## src/rtl/clk_div_mc.sv

```systemverilog
// clk_div_mc: multi-channel programmable clock divider with lock qualification.
//
// Each channel produces a registered 50%-duty clock of period 2*(div+1)
// clkin cycles, plus one-cycle rise/fall strobes registered with it.
// New divide values are staged in a pending register and only take effect
// at a rising edge of that channel's clkout (or immediately while the
// channel is stopped), so a running output never sees a truncated half.
//
// Ports
//   clkin        in   sole clock, rising edge
//   reset        in   asynchronous, active-high
//   div_val      in   NUM_CH*CNT_W  divide value, channel i at [i*CNT_W +: CNT_W]
//   div_load     in   NUM_CH        strobe: capture div_val slice as pending
//   ch_en        in   NUM_CH        channel run enable
//   clkout       out  NUM_CH        divided clocks
//   clkout_rise  out  NUM_CH        high in the cycle clkout becomes 1
//   clkout_fall  out  NUM_CH        high in the cycle clkout becomes 0
//   busy         out  NUM_CH        pending value waiting to be applied
//   lock         out  1             outputs valid; sticky until reset
module clk_div_mc #(
  parameter int NUM_CH      = 4,
  parameter int CNT_W       = 16,
  parameter int DEFAULT_DIV = 1,
  parameter int LOCK_CYCLES = 64
) (
  input  logic                      clkin,
  input  logic                      reset,
  input  logic [NUM_CH*CNT_W-1:0]   div_val,
  input  logic [NUM_CH-1:0]         div_load,
  input  logic [NUM_CH-1:0]         ch_en,
  output logic [NUM_CH-1:0]         clkout,
  output logic [NUM_CH-1:0]         clkout_rise,
  output logic [NUM_CH-1:0]         clkout_fall,
  output logic [NUM_CH-1:0]         busy,
  output logic                      lock
);

  localparam int LCK_W = $clog2(LOCK_CYCLES + 1);

  logic [LCK_W-1:0] lock_cnt;

  // Counter freezes once lock is reached; lock rises on the
  // LOCK_CYCLES-th edge after reset release.
  always_ff @(posedge clkin or posedge reset) begin
    if (reset) begin
      lock_cnt <= '0;
      lock     <= 1'b0;
    end else if (!lock) begin
      lock_cnt <= lock_cnt + 1'b1;
      if (lock_cnt == LCK_W'(LOCK_CYCLES - 1))
        lock <= 1'b1;
    end
  end

  for (genvar i = 0; i < NUM_CH; i++) begin : g_ch
    logic [CNT_W-1:0] cnt;
    logic [CNT_W-1:0] active_div;
    logic [CNT_W-1:0] pending_div;
    logic             pend;
    logic             clk_q;
    logic             rise_q;
    logic             fall_q;
    logic             stopped;
    logic             run;
    logic             tc;
    logic             rise_now;
    logic             fall_now;
    logic             apply;

    // A disabled channel keeps running until its high half has finished,
    // so "stopped" requires the output to already be low.
    assign stopped  = !ch_en[i] && !clk_q;
    assign run      = lock && !stopped;
    assign tc       = (cnt == active_div);
    assign rise_now = run && tc && !clk_q;
    assign fall_now = run && tc && clk_q;
    assign apply    = pend && (stopped || rise_now);

    always_ff @(posedge clkin or posedge reset) begin
      if (reset) begin
        cnt         <= '0;
        active_div  <= CNT_W'(DEFAULT_DIV);
        pending_div <= CNT_W'(DEFAULT_DIV);
        pend        <= 1'b0;
        clk_q       <= 1'b0;
        rise_q      <= 1'b0;
        fall_q      <= 1'b0;
      end else begin
        rise_q <= rise_now;
        fall_q <= fall_now;

        if (run) begin
          if (tc) begin
            cnt   <= '0;
            clk_q <= !clk_q;
          end else begin
            cnt <= cnt + 1'b1;
          end
        end else begin
          cnt   <= '0;
          clk_q <= 1'b0;
        end

        // Apply uses the value pending before this edge; a load on the
        // same edge becomes the next pending value and keeps pend set.
        if (apply)
          active_div <= pending_div;

        if (div_load[i]) begin
          pending_div <= div_val[i*CNT_W +: CNT_W];
          pend        <= 1'b1;
        end else if (apply) begin
          pend <= 1'b0;
        end
      end
    end

    assign clkout[i]      = clk_q;
    assign clkout_rise[i] = rise_q;
    assign clkout_fall[i] = fall_q;
    assign busy[i]        = pend;
  end

endmodule

```

## config.mk

```make
export PLATFORM = sky130hd
export DESIGN_NAME = clk_div_mc
export DESIGN_NICKNAME = d
export VERILOG_FILES = /design/src/rtl/clk_div_mc.sv
export SDC_FILE = /design/constraint.sdc
export NUM_CORES = 1
export LEC_CHECK = 0
export CAP_MARGIN = 20
export CORE_ASPECT_RATIO = 1.25
export CORE_UTILIZATION = 50
export CTS_BUF_LIST = sky130_fd_sc_hd__clkbuf_4 sky130_fd_sc_hd__clkbuf_8
export DETAILED_ROUTE_END_ITERATION = 16
export PLACE_DENSITY = 0.73
export SETUP_SLACK_MARGIN = 0.4
export SYNTH_ARGS = -nofsm -noshare
export SYNTH_HDL_FRONTEND = slang
export SYNTH_SLANG_ARGS = --single-unit
```

## constraint.sdc

```tcl
create_clock -name clkin -period 6.8 [get_ports clkin]
set_input_delay 1.36 -clock clkin [delete_from_list [all_inputs] [get_ports clkin]]
set_output_delay 1.36 -clock clkin [all_outputs]
set_load 0.02 [all_outputs]
```

After elaboration in Yosys (flattened, before gate mapping):

Cells that the tools add are included.

* flip-flop bits (word level): 216
* input port bits: 74
* logic and storage cells: 114
* output and inout port bits: 17

* add/sub/neg operators: 5
* muxes and demuxes: 26
* equal/unequal tests: 9
* reductions and logical operators: 44

Operator list (count)
* $mux W16: 8
* $add A16 B1 Y16 const B: 4
* $eq A16 B16 Y1: 4
* $logic_and A1 B1 Y1: 24
* $mux W1: 18
* $logic_not A1 Y1: 12
* $ne A2 B1 Y1 const B: 4
* $reduce_bool A2 Y1: 4
* $add A7 B1 Y7 const B: 1
* $eq A7 B6 Y1 const B: 1
* $logic_or A1 B1 Y1: 4

Depth between registers and ports, before layout:

* word-level depth: 10
* gate-level depth with buffers: 6

Worst setup path after synthesis:

Ideal clock, no wire load.

* path type: input port to flip-flop
* from: input div_load[0]
* to: register g_ch[0].pending_div[1]
* arrival time: 2.344 ns
* stages on the path: 3
* path buffers: 2
* library setup time: 0.125 ns
* setup slack: 4.331 ns
* cells stage by stage: clkbuf_1 buf_1 mux2_2

RTL lines
* from (decl): line 29 `input logic [NUM_CH-1:0] div_load,`
* to (signal assigned): line 83 `pending_div <= CNT_W'(DEFAULT_DIV);`
* to (signal assigned): line 110 `pending_div <= div_val[i*CNT_W +: CNT_W];`
* to (decl): line 58 `logic [CNT_W-1:0] pending_div;`

No word-level cell between the ends.

Worst setup path after layout:

* from: input ch_en[1]
* to: register g_ch[1].active_div[1]

* cells in the longest elaborated chain, start to end: 8

Ends and longest elaborated chain
* from (decl): line 30 `input logic [NUM_CH-1:0] ch_en,`
* $logic_not A1 Y1 (*): line 72 `assign stopped = !ch_en[i] && !clk_q;`
* $logic_and A1 B1 Y1 (*): line 72
* $logic_not A1 Y1: line 73 `assign run = lock && !stopped;`
* $logic_and A1 B1 Y1: line 73
* $logic_and A1 B1 Y1 (2 in a row): line 75 `assign rise_now = run && tc && !clk_q;`
* $logic_or A1 B1 Y1 (*): line 77 `assign apply = pend && (stopped || rise_now);`
* $logic_and A1 B1 Y1 (*): line 77
* to (signal assigned): line 82 `active_div <= CNT_W'(DEFAULT_DIV);`
* to (signal assigned): line 107 `active_div <= pending_div;`
* to (decl): line 57 `logic [CNT_W-1:0] active_div;`

Mark *: on every way between the ends. The rest lies on a longest branch, timed or not.
A chain may end at the register's enable or synchronous reset.

==> out/qor.csv <==
metric;value;unit
cts hold-fix bufs;0;
Netlist cell types;44;
largest net degree at the start of global routing;164;
setup repair after global routing missed its margin;no;
remaining global-route overflow;0;
DRC violations left;0;
drt wl/cell;17.44;microns
Synth top area share;43.38;%
postcts setup bufs;0;
Yosys reg bits;216;
CTS tree;done;
Via Count;8707;
post-synthesis sequential area ratio;45.13;%
area grow syn2layout;14.90;%
Crit. End Element;flip-flop;
CP required;7.20;ns
Final Slew Violations;0;
leakage power;0.005764;uW
critical path type;in2reg;
final setup TNS;0;ns
H-tree levels;2;
initial DRC count;545;
Cell Rows;63;
Core Region;0.02365;sq mm
cts repair resizes;0;
outcome;finished, final reports clean;
critical path peak fanout;22;
synth warn;0;
Via density;6.001;
Pre-antenna DRT Iters;4;
clock slew at reported path FFs;0.06;ns
Antenna Cells;0;
Nets;1209;
Worst-Skew Late Latency;0.54;ns
slew margin rel.;35.31;%
Initial Util;50.74;%
GRT Resource Usage Total;21.26;%
share of cells above drive strength 1;16.05;%
design area;0.01379;sq mm
total CTS buffers;37;
deepest clock path buffer count;3;
initial antenna violation count;0;
Hold Vio Cnt, Final;0;
port bufs;90;
Final period util;46.98;%
Final Wtd Congestion;0.8007;
Setup Viol. Count Final;0;
Critical Path AT;3.60;ns
HPWL after detailed placement;15980;microns
Worst Skew;0.02875;ns
Worst Tran Pin Value;0.9703;ns
Post-Syn Area;0.01200;sq mm
global-route wire length before repair;43260;microns
largest cells by area after synthesis;dfrtp_1, a221oi_1, and2_1;
num ports;91;
die height;175.2;microns
post-route antenna net violation count;0;
Syn Area/Cell;11.15;sq um
gate count after technology mapping;1076;
Cell Area, Placed;0.01289;sq mm
Die Footprint;0.02463;sq mm
drt total wl;25310;microns
sinks on the clock net;216;
Max Cap Violations;0;
Period minus WS final;3.195;ns
top cell type by total area after synthesis;dfrtp_1;
Hold Path Class;reg2reg;
Post-Syn Nets;1155;
vias in the first global route;8687;
Max VDD drop;0.1644;mV
Setup crit start kind;input pin;
power per cell area;232.0;mW/mm^2
Max Clk Rate;313.0;MHz
Root Buffer;clkbuf_8;
width of the die;140.6;microns
flip-flops by register name (all words and copies together) (netlist names):
| signal | count |
|---|---|
| g_ch.fall_q | 4 |
| lock | 1 |
| g_ch.pending_div | 64 |
| g_ch.rise_q | 4 |
| g_ch.clk_q | 4 |
| g_ch.pend | 4 |
| lock_cnt | 7 |
| g_ch.cnt | 64 |
| g_ch.active_div | 64 |
final cells by class:
type                       instances  area (sq um)
timing repair buffer             105          1072
clock buffer                      63         767.0
fill                            1968          9861
inverter                           2         11.26
sequential                       216          5415
multi-input combinational        768          6103
tap                              292         365.4
clock inverter                     5         52.55
kinds of logic after synthesis:
logic type,count (synthesis),share of synthesized area (%)
DFF,216,45.13
AOI/OAI and AO/OA,151,10.62
and+or+nand+nor,358,18.89
adders and majority gates,5,0.5214
buffers and inverters,92,4.171
muxes,133,11.77
xor gates and xnor gates,121,8.895
through the flow:
stage | total power, uW | setup slack [ns] | hold WS, ns | util, % | std cells
after floorplan | 1807 | 2.634 | 0.4348 | - | 1076
after global placement | 1915 | 2.756 | 0.4479 | 54.39 | 1375
after detailed placement | 1940 | 2.786 | 0.4595 | 54.50 | 1377
after CTS | 3243 | 3.347 | 0.4712 | 57.96 | 1445
after global routing | 3358 | 3.403 | 0.4923 | 58.30 | 1451
final | 3198 | 3.605 | 0.4728 | 58.30 | 1451
Yosys cell counts (all sizes together):
library cell	count
nor2	9
o41ai	1
nand3	24
nor4	27
nand3b	9
nor3b	8
a211oi	9
nand2	26
a21bo	1
mux2	65
or3b	1
a31o	1
xor2	94
and2	131
mux2i	68
and4b	4
inv	2
xnor2	27
ha	5
o21ai	10
dfstp	8
and3b	4
dfrtp	208
nand2b	5
a221oi	128
o21bai	1
clkbuf	45
or3	2
nand4	28
nor3	62
nor2b	1
and4	10
and3	7
buf	45
routing by layer:
layer  routed length (microns)  share of wire, %  up-vias  GRT usage [%]
met5                         0                 0        -              0
met4                       630               2.5        0          7.835
met3                       812               3.2       50          3.480
met2                     12570                50      146          36.10
met1                     11300                45     4373          27.31
li1                          -                 -     4138              -
layout by cell type (no fill, tap or decap), types with 27 or more instances in the layout:
cell type        Yosys  layout
clkdlybuf4s50_1      0      90
nor3_1              61      61
mux2i_1             68      68
clkbuf_8             0      47
and2_1             131     131
a221oi_1           128     128
xnor2_1             27      27
dfrtp_1            208     208
mux2_2              65      65
xor2_1              93      93
final timing paths:
| path | from | end | slack (ns) | cells after the start |
|---|---|---|---|---|
| min in group asynchronous | reset | g_ch[2].cnt[9] | 1.38 | 3 |
| min reg2reg | lock_cnt[6] | lock_cnt[6] | 0.47 | 1 |
| max in group asynchronous | reset | g_ch[1].pending_div[15] | 4.65 | 3 |
| max reg2reg | g_ch[0].cnt[9] | g_ch[0].rise_q | 4.55 | 4 |
| min | lock_cnt[6] | lock_cnt[6] | 0.47 | 1 |
| max | ch_en[1] | g_ch[1].active_div[1] | 3.61 | 6 |
critical path, cell delays in order:
cell and delay [ns]:
clkdlybuf4s50_1 0.80, nand2b_1 0.22, nand3b_1 0.46, buf_8 0.35, a221oi_1 0.27, mux2i_1 0.11
power by group:
part / switching [uW] / leakage, uW / total [uW] / internal [uW]
Clock: 530 / 0.000438 / 1280 / 747
Combinational: 179 / 0.00270 / 402 / 224
Sequential: 126 / 0.00262 / 1520 / 1390
Power figures use the tool's default switching activity.
